$ cat config.mk
export PLATFORM = sky130hd
export DESIGN_NAME = fifo_wr_arb
export DESIGN_NICKNAME = d
export VERILOG_FILES = /design/src/rtl/fifo_wr_arb.sv
export SDC_FILE = /design/constraint.sdc
export NUM_CORES = 1
export LEC_CHECK = 0
export BUFFER_PORTS_ARGS = -buffer_cell sky130_fd_sc_hd__buf_2
export CAP_MARGIN = 20
export CORE_MARGIN = 2
export CORE_UTILIZATION = 39
export CTS_BUF_LIST = sky130_fd_sc_hd__clkbuf_16
export DETAILED_ROUTE_END_ITERATION = 16
export HOLD_SLACK_MARGIN = 0.06
export PLACE_DENSITY = 0.79
export SETUP_SLACK_MARGIN = 0.4
export SYNTH_ARGS = -nofsm -noshare
export SYNTH_HDL_FRONTEND = slang
export SYNTH_SLANG_ARGS = --single-unit
$ cat constraint.sdc
create_clock -name clk -period 1.5 [get_ports clk]
set_clock_uncertainty 0.05 [all_clocks]
set_input_delay 0.15 -clock clk [delete_from_list [all_inputs] [get_ports clk]]
set_output_delay 0.15 -clock clk [all_outputs]
set_load 0.02 [all_outputs]
$ cat src/rtl/fifo_wr_arb.sv
// fifo_wr_arb: round-robin arbiter sharing one FIFO write port (WREQ/WD/full)
// among NREQ producers. It grants one producer at a time and forwards its words
// while the FIFO has room. Handover to the next producer costs no bubble.
//
// Optional feature macro: FIFO_ARB_BURST_EN
//   defined   - a grant carries up to BURST_LEN words back-to-back.
//   undefined - the grant is released after every word (word-level round-robin).
//               No burst counter is built.

module fifo_wr_arb #(
  parameter int NREQ      = 4,
  parameter int DW        = 8,
  parameter int BURST_LEN = 4
) (
  input  logic                 clk,
  input  logic                 rst,
  input  logic [NREQ-1:0]      req,
  input  logic [NREQ*DW-1:0]   wd_in,
  input  logic                 fifo_full,
  output logic [NREQ-1:0]      gnt,
  output logic [NREQ-1:0]      ack,
  output logic                 fifo_wreq,
  output logic [DW-1:0]        fifo_wd,
  output logic                 busy
);

  localparam int PW = (NREQ > 1) ? $clog2(NREQ) : 1;

  // Catch illegal configurations at elaboration time rather than in silicon.
  if (NREQ < 2 || NREQ > 8) begin : g_bad_nreq
    $error("fifo_wr_arb: NREQ must be in 2..8");
  end
  if (BURST_LEN < 1 || BURST_LEN > 15) begin : g_bad_burst
    $error("fifo_wr_arb: BURST_LEN must be in 1..15");
  end

  typedef enum logic {
    S_IDLE  = 1'b0,
    S_GRANT = 1'b1
  } state_e;

  state_e              state_q, state_d;
  logic [NREQ-1:0]     gnt_q,   gnt_d;
  logic [PW-1:0]       rr_ptr_q, rr_ptr_d;   // index of the last producer served
  logic                busy_q,  busy_d;

`ifdef FIFO_ARB_BURST_EN
  localparam logic [3:0] BURST_W = 4'(BURST_LEN);
  logic [3:0]          burst_cnt_q, burst_cnt_d;
`endif

  // Decoded view of the current grant.
  logic [PW-1:0]       g_idx;     // binary index of the granted producer
  logic                req_g;     // granted producer still requesting
  logic [DW-1:0]       wd_sel;    // granted producer's data word
  logic                limit_hit; // this transfer closes the burst
  logic [NREQ-1:0]     rearb_mask;

  // Round-robin pick: first set bit scanning ptr+1, ptr+2, ... modulo NREQ.
  // Split into the indices above ptr (higher priority) and those at or below
  // it (wrap-around), taking the lowest set bit of each half.
  function automatic logic [NREQ-1:0] rr_pick(input logic [NREQ-1:0] r,
                                              input logic [PW-1:0]   ptr);
    logic [NREQ-1:0] oh_hi;
    logic [NREQ-1:0] oh_lo;
    logic            found_hi;
    logic            found_lo;
    oh_hi    = '0;
    oh_lo    = '0;
    found_hi = 1'b0;
    found_lo = 1'b0;
    for (int i = 0; i < NREQ; i++) begin
      if (r[i]) begin
        if (i > int'(ptr)) begin
          if (!found_hi) begin
            oh_hi[i] = 1'b1;
            found_hi = 1'b1;
          end
        end else if (!found_lo) begin
          oh_lo[i] = 1'b1;
          found_lo = 1'b1;
        end
      end
    end
    return found_hi ? oh_hi : oh_lo;
  endfunction

  // Registered state: FSM state, grant, round-robin pointer, busy and burst count.
  always_ff @(posedge clk) begin
    // NOTE: sequential state is assigned with <= so every register samples
    // pre-edge values; blocking = here would create order-dependent races.
    if (rst) begin
      state_q     <= S_IDLE;
      gnt_q       <= '0;
      rr_ptr_q    <= PW'(NREQ - 1);
      busy_q      <= 1'b0;
`ifdef FIFO_ARB_BURST_EN
      burst_cnt_q <= '0;
`endif
    end else begin
      state_q     <= state_d;
      gnt_q       <= gnt_d;
      rr_ptr_q    <= rr_ptr_d;
      busy_q      <= busy_d;
`ifdef FIFO_ARB_BURST_EN
      burst_cnt_q <= burst_cnt_d;
`endif
    end
  end

  // Decode the one-hot grant into an index, its request bit and its data.
  always_comb begin
    g_idx  = '0;
    wd_sel = '0;
    for (int i = 0; i < NREQ; i++) begin
      if (gnt_q[i]) begin
        g_idx  = PW'(i);
        wd_sel = wd_in[i*DW +: DW];
      end
    end
    req_g = |(req & gnt_q);
  end

  // Next state: arbitration from IDLE, and release / same-cycle handover in GRANT.
  always_comb begin
    // NOTE: every signal gets a default before the case so no path leaves it
    // unassigned; an unassigned path would infer a latch.
    state_d    = state_q;
    gnt_d      = gnt_q;
    rr_ptr_d   = rr_ptr_q;
    limit_hit  = 1'b0;
    rearb_mask = '0;
`ifdef FIFO_ARB_BURST_EN
    burst_cnt_d = burst_cnt_q;
`endif

    case (state_q)
      S_IDLE: begin
        if (|req) begin
          gnt_d   = rr_pick(req, rr_ptr_q);
          state_d = S_GRANT;
`ifdef FIFO_ARB_BURST_EN
          burst_cnt_d = '0;
`endif
        end
      end

      S_GRANT: begin
`ifdef FIFO_ARB_BURST_EN
        if (fifo_wreq) begin
          burst_cnt_d = burst_cnt_q + 4'd1;
        end
        limit_hit = fifo_wreq && ((burst_cnt_q + 4'd1) == BURST_W);
`else
        limit_hit = fifo_wreq;
`endif
        // Fullness never releases: with req_g high and no transfer we hold.
        if (!req_g || limit_hit) begin
          rr_ptr_d = g_idx;
          // A producer that withdrew is excluded from the handover; one that
          // merely used up its burst may win again if nobody else is asking.
          rearb_mask = req_g ? req : (req & ~gnt_q);
          gnt_d      = rr_pick(rearb_mask, g_idx);
          state_d    = (|gnt_d) ? S_GRANT : S_IDLE;
`ifdef FIFO_ARB_BURST_EN
          burst_cnt_d = '0;
`endif
        end
      end

      default: begin
        state_d = S_IDLE;
        gnt_d   = '0;
      end
    endcase

    busy_d = (state_d == S_GRANT);
  end

  // Write-side outputs: combinational from the registered grant and live inputs.
  always_comb begin
    fifo_wreq = (state_q == S_GRANT) && req_g && !fifo_full;
    ack       = fifo_wreq ? gnt_q  : '0;
    fifo_wd   = fifo_wreq ? wd_sel : '0;
  end

  assign gnt  = gnt_q;
  assign busy = busy_q;

endmodule

After elaboration in Yosys (flattened, before gate mapping). Index checks and enable logic that the tools add are counted. W data, S select, Z words.

Magnitude comparators: 6. Equality and inequality tests: 2. Mux-type cells: 105. Bitwise logic cells: 4. Reductions and logical operators: 10.

Operators by type and width (count): $mux W1 (90); $mux W8 (5); $mux W4 (6); $reduce_or A4 Y1 (3); $and A4 B4 Y4 (2); $gt A2 B2 Y1 const A (4); $pmux W4 S2 (1); $gt A1 B2 Y1 const A (2); $mux W2 (2); $not A4 Y4 (1); $reduce_and A2 Y1 (2); $logic_and A1 B1 Y1 (2); $logic_not A1 Y1 (2); $ne A2 B1 Y1 const B (1); $ne A2 B2 Y1 const B (1); $pmux W1 S2 (1); $logic_or A1 B1 Y1 (1); $not A1 Y1 (1).

Register bits: 7. Input port bits: 39. Logic and storage cells: 130.

Longest topological paths before layout. Gate-level depths: netlist of the first run.

Depth after elaboration: 25. Gate-level depth with buffers: 6. Depth with buffers taken out: 5.

Worst setup path before layout of the first run. OpenSTA, ideal clock, no wires.

Path kind: reg2out. From: reg busy (netlist name). To: out fifo_wd[0]. Data arrival time: 1.635 ns. Data required time: 1.300 ns. Path slack: -0.335 ns. Stages on the path, launching flop included: 5. Cells stage by stage: dfxtp_1 > clkbuf_1 > nand3b_1 > buf_2 > nor3_1.

RTL lines: end, declared (line 23) `output logic [DW-1:0] fifo_wd,`.

Final worst setup path of the first run.
From: reg gnt_q[3], in the netlist gnt[3]. To: out fifo_wd[5].

Longest elaborated chain between the ends: 5.

RTL lines: start, declared (line 43) `logic [NREQ-1:0] gnt_q, gnt_d;`; start signal, assigned (line 102) `gnt_q <= gnt_d;`; $and A4 B4 Y4 (line 121) `req_g = |(req & gnt_q);`; $reduce_or A4 Y1 (line 121); $logic_and A1 B1 Y1 (2 in a row) (line 182) `fifo_wreq = (state_q == S_GRANT) && req_g && !fifo_full;`; $mux W8 * (line 184) `fifo_wd = fifo_wreq ? wd_sel : '0;`.

Every way passes the cells marked *; elsewhere a longest branch is shown, timed or not.

==> results of run 1 <==
worst paths after layout:
path,startpoint,to,depth (start not counted)
worst max-delay path,gnt[3]$_SDFFE_PP0P_,fifo_wd[5],5
worst min-delay path,rst,gnt[1]$_SDFFE_PP0P_,2
worst max register to register,gnt[1]$_SDFFE_PP0P_,gnt[1]$_SDFFE_PP0P_,8
worst min register to register,gnt[0]$_SDFFE_PP0P_,gnt[0]$_SDFFE_PP0P_,2
power groups by stage:
stage          clock [mW]  sequential [mW]  combinational [mW]
2_1_floorplan           0            0.246               0.260
3_3_place_gp            0            0.239               0.392
3_5_place_dp            0            0.240               0.398
4_1_cts             0.461            0.234               0.464
5_1_grt             0.477            0.241               0.643
6_report            0.467            0.237               0.612
placed cells by master (no fill, tap or decap), types with 2 or more instances in the layout:
| master | count |
|---|---|
| a21oi_1 | 4 |
| a221oi_2 | 6 |
| a221oi_4 | 3 |
| a22oi_2 | 2 |
| buf_12 | 2 |
| buf_2 | 44 |
| buf_4 | 19 |
| buf_6 | 14 |
| clkbuf_16 | 3 |
| dfxtp_4 | 5 |
| inv_1 | 3 |
| inv_2 | 3 |
| nand2_1 | 3 |
| nand2_2 | 3 |
| nand3b_1 | 2 |
| nor2_1 | 6 |
| nor2_2 | 4 |
| nor2b_1 | 2 |
| nor3_4 | 9 |
| nor4b_1 | 2 |
| o211ai_1 | 3 |
| o21ai_1 | 3 |
| o22ai_1 | 8 |
| o32ai_1 | 2 |
area by class of cell:
class | instances | area (µm²) | area share
Multi-Input combinational cell | 83 | 802 | 0.475
Timing Repair Buffer | 80 | 588 | 0.348
Sequential cell | 7 | 160 | 0.0949
Clock buffer | 3 | 75.1 | 0.0445
Tap cell | 27 | 33.8 | 0.0200
Inverter | 6 | 25.0 | 0.0148
Clock inverter | 1 | 3.75 | 0.00222
flip-flops by register name, indices dropped and copies added (netlist names):
register / count
gnt: 4
rr_ptr_q: 2
busy: 1
metal layers:
layer  vias up  share of wire
li1        570              -
met1       618           0.39
met2       100           0.51
met3        19          0.072
met4         0          0.037
met5         -              0
what timing repair did:
item | in CTS | in global routing
setup buffers | 8 | 6
endpoints found under the setup margin | 20 | 21
cloned | 1 | 0
resized for setup | 21 | 30
pin swaps | 5 | 8
cells by family (layout without fill, tap and decap cells):
family                 count (synthesis)  after routing  synth area share
AOI/OAI and AO/OA                     44             44             0.454
and+or+nand+nor                       39             39             0.284
buffers and inverters                 13             90            0.0787
DFF                                    7              7             0.184
through the flow:
| stage | cell area [µm²] | util |
|---|---|---|
| floorplan | 906 | - |
| global placement | 1240 | 0.653 |
| detailed placement | 1240 | 0.653 |
| CTS | 1470 | 0.775 |
| global route | 1690 | 0.888 |
| finish | 1690 | 0.888 |
critical path, cell delays in order (launching register included):
cell	delay (ns)
dfxtp_4	0.35
inv_2	0.14
nand2_2	0.24
a221oi_2	0.33
nor3_4	0.07
buf_4	0.16
==> flow_summary.toml, run 1 <==
[global_routing]
grt-busiest-layer = "met2"
grt_max_degree = 15
met1_usage = 0.366
grt_antenna_before_repair = 0
track_usage = 0.287
met2_usage = 0.476
grt_pass1_vias = 999
grt_first_pass_wirelength_mm = 4.56
overflow = 0
use_met3 = 0.0593

[flow_run]
cap_violations = 0

[clock_network]
numCtsBuffers = 3
clkLatencyLatePin_ns = 0.24
cts_root_buffer = "clkbuf_16"
clockBufferDepth = 2
cts_tree = "built"
path_clk_slew_ns = 0.04
htreeDepth = 1
holdBufCountCts = 0
tritoncts_num_sinks = 7

[power_and_ir_drop]
seq_power_share = 0.180
swShare = 0.369
p_comb_frac = 0.465
p_leak_nw = 0.716
switchingPower_mw = 0.485
p_int_mw = 0.831
peakVddDrop_mv = 0.809
p_clk_frac = 0.355
p_per_area_mw_per_mm2 = 780
p_total_mw = 1.32

[detailed_routing]
vias = 1307
drt_pass1_iterations = 4
drc = 0
drtIter0Drc = 42
routedWlPerCell_um = 20.4
viasPerCell = 6.31
totalWireLength_mm = 4.22
ant_nets = 0

[placement]
port-buffer-count = 56
placed_cells = 188
dpl_worst_slack_ns = -0.0809
place.gp.congestion = 0.931
hpwl_mm = 2.21

[sta]
fin_crit_ns = 1.74
rsz0062_at_grt = "yes"
hold_viol = 0
holdWs_ns = 0.128
relSlewSlack = 0.749
max_freq_mhz = 575
report.final.slew_viol_count = 0
worst_pin_slew_ns = 0.372
setup_tns_ns = -2.63
finalSetupViolations = 15
finalCritPeriodShare = 1.16
layout_setup_ws_ns = -0.239

[synthesis]
synth.avg_cell_area_um2 = 7.41
syn_area_um2 = 763
synth_top_area_frac = 0.184
synth_nets = 142
synth-edff-count = 0
synth_ff_type = "dfxtp_1"
ys_seq_area_frac = 0.184
yosysTopAreaCell = "dfxtp_1"
synthCells = 103
ys_warn_count = 0
synthDistinctLibCells = 35
ys_ff_latch = 7
async_flop_share = 0
yosys-top-cells-count = "a221oi_1, nor2_1, nor3_1, o22ai_1, dfxtp_1"
ys_top_cells_by_area = "dfxtp_1, a221oi_1, o22ai_1, nor3_1, nor2_1"

[finish]
drive_gt1_frac = 0.722
finalNonFillerCells = 207
antenna_cells = 0
fill_cells = 91
area_delta_synth_final_pct = 121
nets = 220

[die]
io_pins = 57
fp.dieH_um = 48.2
die_w_um = 48.2
initial_core_util = 0.401
core-area_mm2 = 0.00190
rows = 16
dieArea_mm2 = 0.00233

[min_path]
hp-class = "primary input to register"

[setup_path]
ff2ff_setup_slack_ns = -0.13
critPathRequiredTime_ns = 1.30
critPathLaunchType = "register"
cp-end-kind = "output port"
critPathMaxFanout = 10
cp.arrival_ns = 1.54
worst-setup-path-type = "register to output port"

[outcome]
status = "finished with violations"
violations = "negative setup slack"
(Power assumes the default switching activity.)
==> run 2: changes to the inputs <==
Settings changed: ABC_AREA set to 1, CORE_UTILIZATION 39 to 30, PLACE_DENSITY 0.79 to 0.61.
==> run 2 against run 1 <==
Largest power group unchanged. Area after synthesis grew 17%. Core utilization shrank 21 points. The flow finishes with violations (design-rule violations, negative setup slack). Non-clock buffer count grew 3. First-iteration DRC count grew 45%. Global-route usage shrank 6.1 points. Highest routed layer unchanged. Clock power is essentially flat. Cell area grew 12%. Register-to-register slack gained 0.16 ns. Synthesized cell count grew 53%. Wire length shrank 12%.
==> flow_summary.toml, run 2 <==
[outcome]
status = "finished with violations"
violations = "design-rule violations, negative setup slack"

[sta]
rsz0062_at_grt = "yes"
finalSetupViolations = 13
finalCritPeriodShare = 1.13
layout_setup_ws_ns = -0.198
setup_tns_ns = -1.75
holdWs_ns = 0.217
report.final.slew_viol_count = 0
relSlewSlack = 0.803
fin_crit_ns = 1.70
worst_pin_slew_ns = 0.295
hold_viol = 0
max_freq_mhz = 589

[detailed_routing]
drtIter0Drc = 61
vias = 1368
ant_nets = 0
drc = 10
routedWlPerCell_um = 13.8
viasPerCell = 5.07
totalWireLength_mm = 3.73
drt_pass1_iterations = 11

[synthesis]
ys_top_cells_by_area = "nand2_1, dfxtp_1, a311oi_2, nor2_1, nand3_1"
synth_compound_area_frac = 0.229
synth.avg_cell_area_um2 = 5.67
synthCells = 158
synth-edff-count = 0
async_flop_share = 0
ys_warn_count = 0
synth_top_area_frac = 0.218
yosysTopAreaCell = "nand2_1"
ys_seq_area_frac = 0.156
synth_ff_type = "dfxtp_1"
syn_area_um2 = 896
post_synth_fa_ha_maj_area_fraction = 0
ys_ff_latch = 7
yosys-mux-area-fraction = 0
yosys-top-cells-count = "nand2_1, nor2_1, inv_1, nand3_1, o22ai_1"
synth_xor_area_frac = 0
synth_nets = 197
synthDistinctLibCells = 23
yosys.area_share.simple = 0.475
yosysMostFrequentCell = "nand2_1"
synth_top_family_by_area = "simple AND/OR/NAND/NOR gates"

[global_routing]
grt_antenna_before_repair = 0
track_usage = 0.227
grt_pass1_vias = 1358
grt_first_pass_wirelength_mm = 6.01
grt_max_degree = 13
overflow = 0

[power_and_ir_drop]
p_comb_frac = 0.528
p_leak_nw = 0.930
swShare = 0.385
seq_power_share = 0.161
peakVddDrop_mv = 0.577
switchingPower_mw = 0.574
p_int_mw = 0.918
p_per_area_mw_per_mm2 = 790
p_clk_frac = 0.311
p_total_mw = 1.49

[setup_path]
cp_top_family = "simple AND/OR/NAND/NOR gates"
cp-end-kind = "output port"
slowest_delay_ns = 0.34
worst-setup-path-type = "register to output port"
path_cells = "buf_12 -> nor2_4 -> nand2_1 -> a311oi_4 -> buf_6"
cp.buffers_inverters = 2
crit_slowest_cell = "dfxtp_4"
cp.arrival_ns = 1.50
critPathRequiredTime_ns = 1.30
critPathMaxFanout = 8
critPathLaunchType = "register"

[die]
io_pins = 57
fp.dieH_um = 58.6
rows = 19
initial_core_util = 0.319
die_w_um = 58.6
dieArea_mm2 = 0.00344
core-area_mm2 = 0.00281

[finish]
antenna_cells = 0
design_area_mm2 = 0.00189
final_core_utilization = 0.673
fill_cells = 236
area_delta_synth_final_pct = 111
nets = 279
drive_gt1_frac = 0.573
layout_common_cells = "nand2_1, buf_2, buf_6, inv_1, buf_4"
largest_reg_flops = 4
layout_commonest_cell = "nand2_1"

[clock_network]
cts_root_buffer = "clkbuf_16"
clkLatencyLatePin_ns = 0.24
path_clk_slew_ns = 0.04
clockBufferDepth = 2
tritoncts_num_sinks = 7
numCtsBuffers = 3
cts_tree = "built"
htreeDepth = 1

[flow_run]
cap_violations = 0

[placement]
place.gp.congestion = 0.858
hpwl_mm = 2.59
dpl_cell_area_mm2 = 0.00142
port-buffer-count = 56

[min_path]
hp-class = "primary input to register"
[run 2: worst paths after layout]
kind	slack, ns	endpoint	depth (start not counted)	startpoint
max	-0.20	fifo_wd[3]	5	gnt[1]$_SDFFE_PP0P_
min	0.22	rr_ptr_q[0]$_SDFFE_PP1P_	3	rst
max reg2reg	0.03	gnt[2]$_SDFFE_PP0P_	10	gnt[1]$_SDFFE_PP0P_
min reg2reg	0.45	rr_ptr_q[0]$_SDFFE_PP1P_	2	rr_ptr_q[0]$_SDFFE_PP1P_
[run 2: cell type report]
class / instances / area [µm²] / share of cell area
clock buffers: 3 / 75.1 / 0.0398
multi-input cells: 122 / 856 / 0.454
inverters: 23 / 88.8 / 0.0471
repair buffers: 83 / 666 / 0.353
flip-flops and latches: 7 / 159 / 0.0842
clock inverters: 1 / 3.75 / 0.00199
well taps: 31 / 38.8 / 0.0206
[run 2: metal layers]
| layer | wire, µm | up-vias | track usage |
|---|---|---|---|
| met4 | 66 | 0 | 0.0682 |
| met1 | 1350 | 610 | 0.254 |
| met5 | 0 | - | 0 |
| met3 | 338 | 5 | 0.0264 |
| li1 | - | 687 | - |
| met2 | 1980 | 66 | 0.441 |
[run 2: what timing repair did]
action / in CTS / in global routing
setup endpoints to repair: 19 / 22
cloned: 1 / 0
endpoints found under the hold margin: 1 / 0
gates resized for setup: 47 / 20
buffers inserted: 10 / 5
hold buffers: 1 / 0
pin swaps: 6 / 12
[run 2: power by group through the flow]
stage | registers (mW) | logic (mW) | clock network [mW]
CTS | 0.239 | 0.710 | 0.465
detailed placement | 0.245 | 0.561 | 0
finish | 0.240 | 0.787 | 0.464
floorplan | 0.254 | 0.363 | 0
global route | 0.244 | 0.850 | 0.470
global placement | 0.242 | 0.554 | 0
[run 2: cells by family after synthesis]
kind of cell	Yosys count
simple gates	97
compound gates	25
buf+inv	29
flops	7
[run 2: worst min-delay path, cell delays in order]
cell      delay, ns
buf_2          0.08
inv_1          0.11
o211ai_1       0.12
[run 2: through the flow]
step	worst slack, ns	instances
global placement	0.0262	249
finish	-0.198	270
global route	-0.253	270
CTS	-0.188	265
floorplan	0.0326	158
detailed placement	0.0129	249
==> run 3: changes to the inputs <==
Settings changed: REMOVE_ABC_BUFFERS set to 1.
==> run 3 against run 2 <==
The run still ends with design-rule violations, negative setup slack left. Wire length grew 9.2%. Combinational power grew 4.6%. Cell count grew 1.5%. Non-clock buffer count grew 3. Worst setup slack gained 0.060 ns. First-iteration DRC count shrank 3.3%. Sequential share of layout area shrank 0.60 points. Critical path depth grew 2. Critical path type unchanged.
==> flow_summary.toml, run 3 (synthesis gave the netlist of run 2 again) <==
[finish]
fill_cells = 235
layout_commonest_cell = "nand2_1"
multi_input_area_um2 = 873
regArea_um2 = 149
drive_gt1_frac = 0.601
layout_common_cells = "nand2_1, buf_2, buf_4, inv_1, buf_6"
design_area_mm2 = 0.00190
nets = 283
finalNonFillerCells = 274
antenna_cells = 0
largest_reg_flops = 4
area_delta_synth_final_pct = 113
final_core_utilization = 0.679

[sta]
relSlewSlack = 0.845
layout_setup_ws_ns = -0.138
worst_pin_slew_ns = 0.232
rsz0062_at_grt = "yes"
finalCritPeriodShare = 1.09
hold_viol = 0
max_freq_mhz = 610
fin_crit_ns = 1.64
report.final.slew_viol_count = 0
finalSetupViolations = 14

[placement]
port-buffer-count = 56
dpl_cell_area_mm2 = 0.00132
placed_cells = 257
hpwl_mm = 2.51
dpl_worst_slack_ns = -0.0515
place.gp.congestion = 0.882

[flow_run]
cap_violations = 0

[die]
dieArea_mm2 = 0.00344
rows = 19
fp.dieH_um = 58.6
io_pins = 57
core-area_mm2 = 0.00281
initial_core_util = 0.319
die_w_um = 58.6

[detailed_routing]
drc = 2
totalWireLength_mm = 4.07
ant_nets = 0
routedWlPerCell_um = 14.9
viasPerCell = 5.15
drtIter0Drc = 59
vias = 1411
drt_pass1_iterations = 10

[global_routing]
grt_pass1_vias = 1178
grt_max_degree = 10
grt_antenna_before_repair = 0
track_usage = 0.209
overflow = 0
grt_first_pass_wirelength_mm = 5.53

[outcome]
status = "finished with violations"
violations = "design-rule violations, negative setup slack"

[clock_network]
cts_tree = "built"
tritoncts_num_sinks = 7
cts_root_buffer = "clkbuf_16"
numCtsBuffers = 3
path_clk_slew_ns = 0.04
htreeDepth = 1
clockBufferDepth = 2
clkLatencyLatePin_ns = 0.23

[setup_path]
cp-end-kind = "output port"
cp.arrival_ns = 1.44
critPathLaunchType = "register"
critPathRequiredTime_ns = 1.30
worst-setup-path-type = "register to output port"
critPathMaxFanout = 6

[power_and_ir_drop]
peakVddDrop_mv = 0.791
p_total_mw = 1.50
p_leak_nw = 0.944
p_per_area_mw_per_mm2 = 790

[min_path]
hp-class = "primary input to register"
-- run 3: cell types whose count changed in the layout (fill, tap and decap cells not counted), sizes merged --
| cell | previous run | this run |
|---|---|---|
| buf | 82 | 84 |
| nand3 | 14 | 15 |
| inv | 24 | 23 |
| clkinv | 0 | 1 |
| clkbuf | 3 | 4 |
-- run 3: power by group --
part | total [mW] | internal (mW) | switching, mW
Sequential | 0.237 | 0.211 | 0.0256
Clock | 0.444 | 0.346 | 0.0980
Combinational | 0.823 | 0.372 | 0.450
-- run 3: path summary, 6_finish.rpt --
path | startpoint | slack, ns | depth (start not counted) | endpoint
hold reg to reg | rr_ptr_q[0]$_SDFFE_PP1P_ | 0.47 | 2 | rr_ptr_q[0]$_SDFFE_PP1P_
setup reg to reg | gnt[2]$_SDFFE_PP0P_ | -0.03 | 11 | gnt[2]$_SDFFE_PP0P_
setup / recovery | gnt[2]$_SDFFE_PP0P_ | -0.14 | 7 | fifo_wd[7]
hold / removal | req[0] | 0.47 | 6 | busy$_SDFF_PP0_
-- run 3: layer usage --
metal,global-route usage,share of wire,vias up
met1,0.281,0.43,659
met5,0,0,-
met4,0.0325,0.022,0
met2,0.363,0.51,46
li1,-,-,696
met3,0.0308,0.033,10
-- run 3: stage by stage --
stage	TNS (ns)	hold WS, ns
6_report	-1.11	0.469
5_1_grt	-1.71	0.485
4_1_cts	-0.502	0.435
3_5_place_dp	-0.0515	0.288
3_3_place_gp	-0.00771	0.290
2_1_floorplan	-3.60	0.172
-- run 3: repair_timing --
action	in CTS	in global routing
resized for setup	44	55
gates cloned	1	1
setup buffers	5	5
setup endpoints to repair	21	21
endpoints found under the hold margin	1	0
pin swaps	10	21
hold buffers	1	0
-- run 3: critical path, cell delays in order (launching register included) --
cell      delay, ns
dfxtp_2        0.35
nand2_2        0.07
nand2_2        0.08
inv_2          0.05
nand2_4        0.08
nand3_4        0.12
a311oi_2       0.28
buf_4          0.18
-- run 3: cell type report --
cell class / count / area share
Timing Repair Buffer: 86 / 0.348
Clock buffer: 3 / 0.0394
Multi-Input combinational cell: 123 / 0.459
Inverter: 23 / 0.0532
Tap cell: 31 / 0.0204
Sequential cell: 7 / 0.0782
Clock inverter: 1 / 0.00197
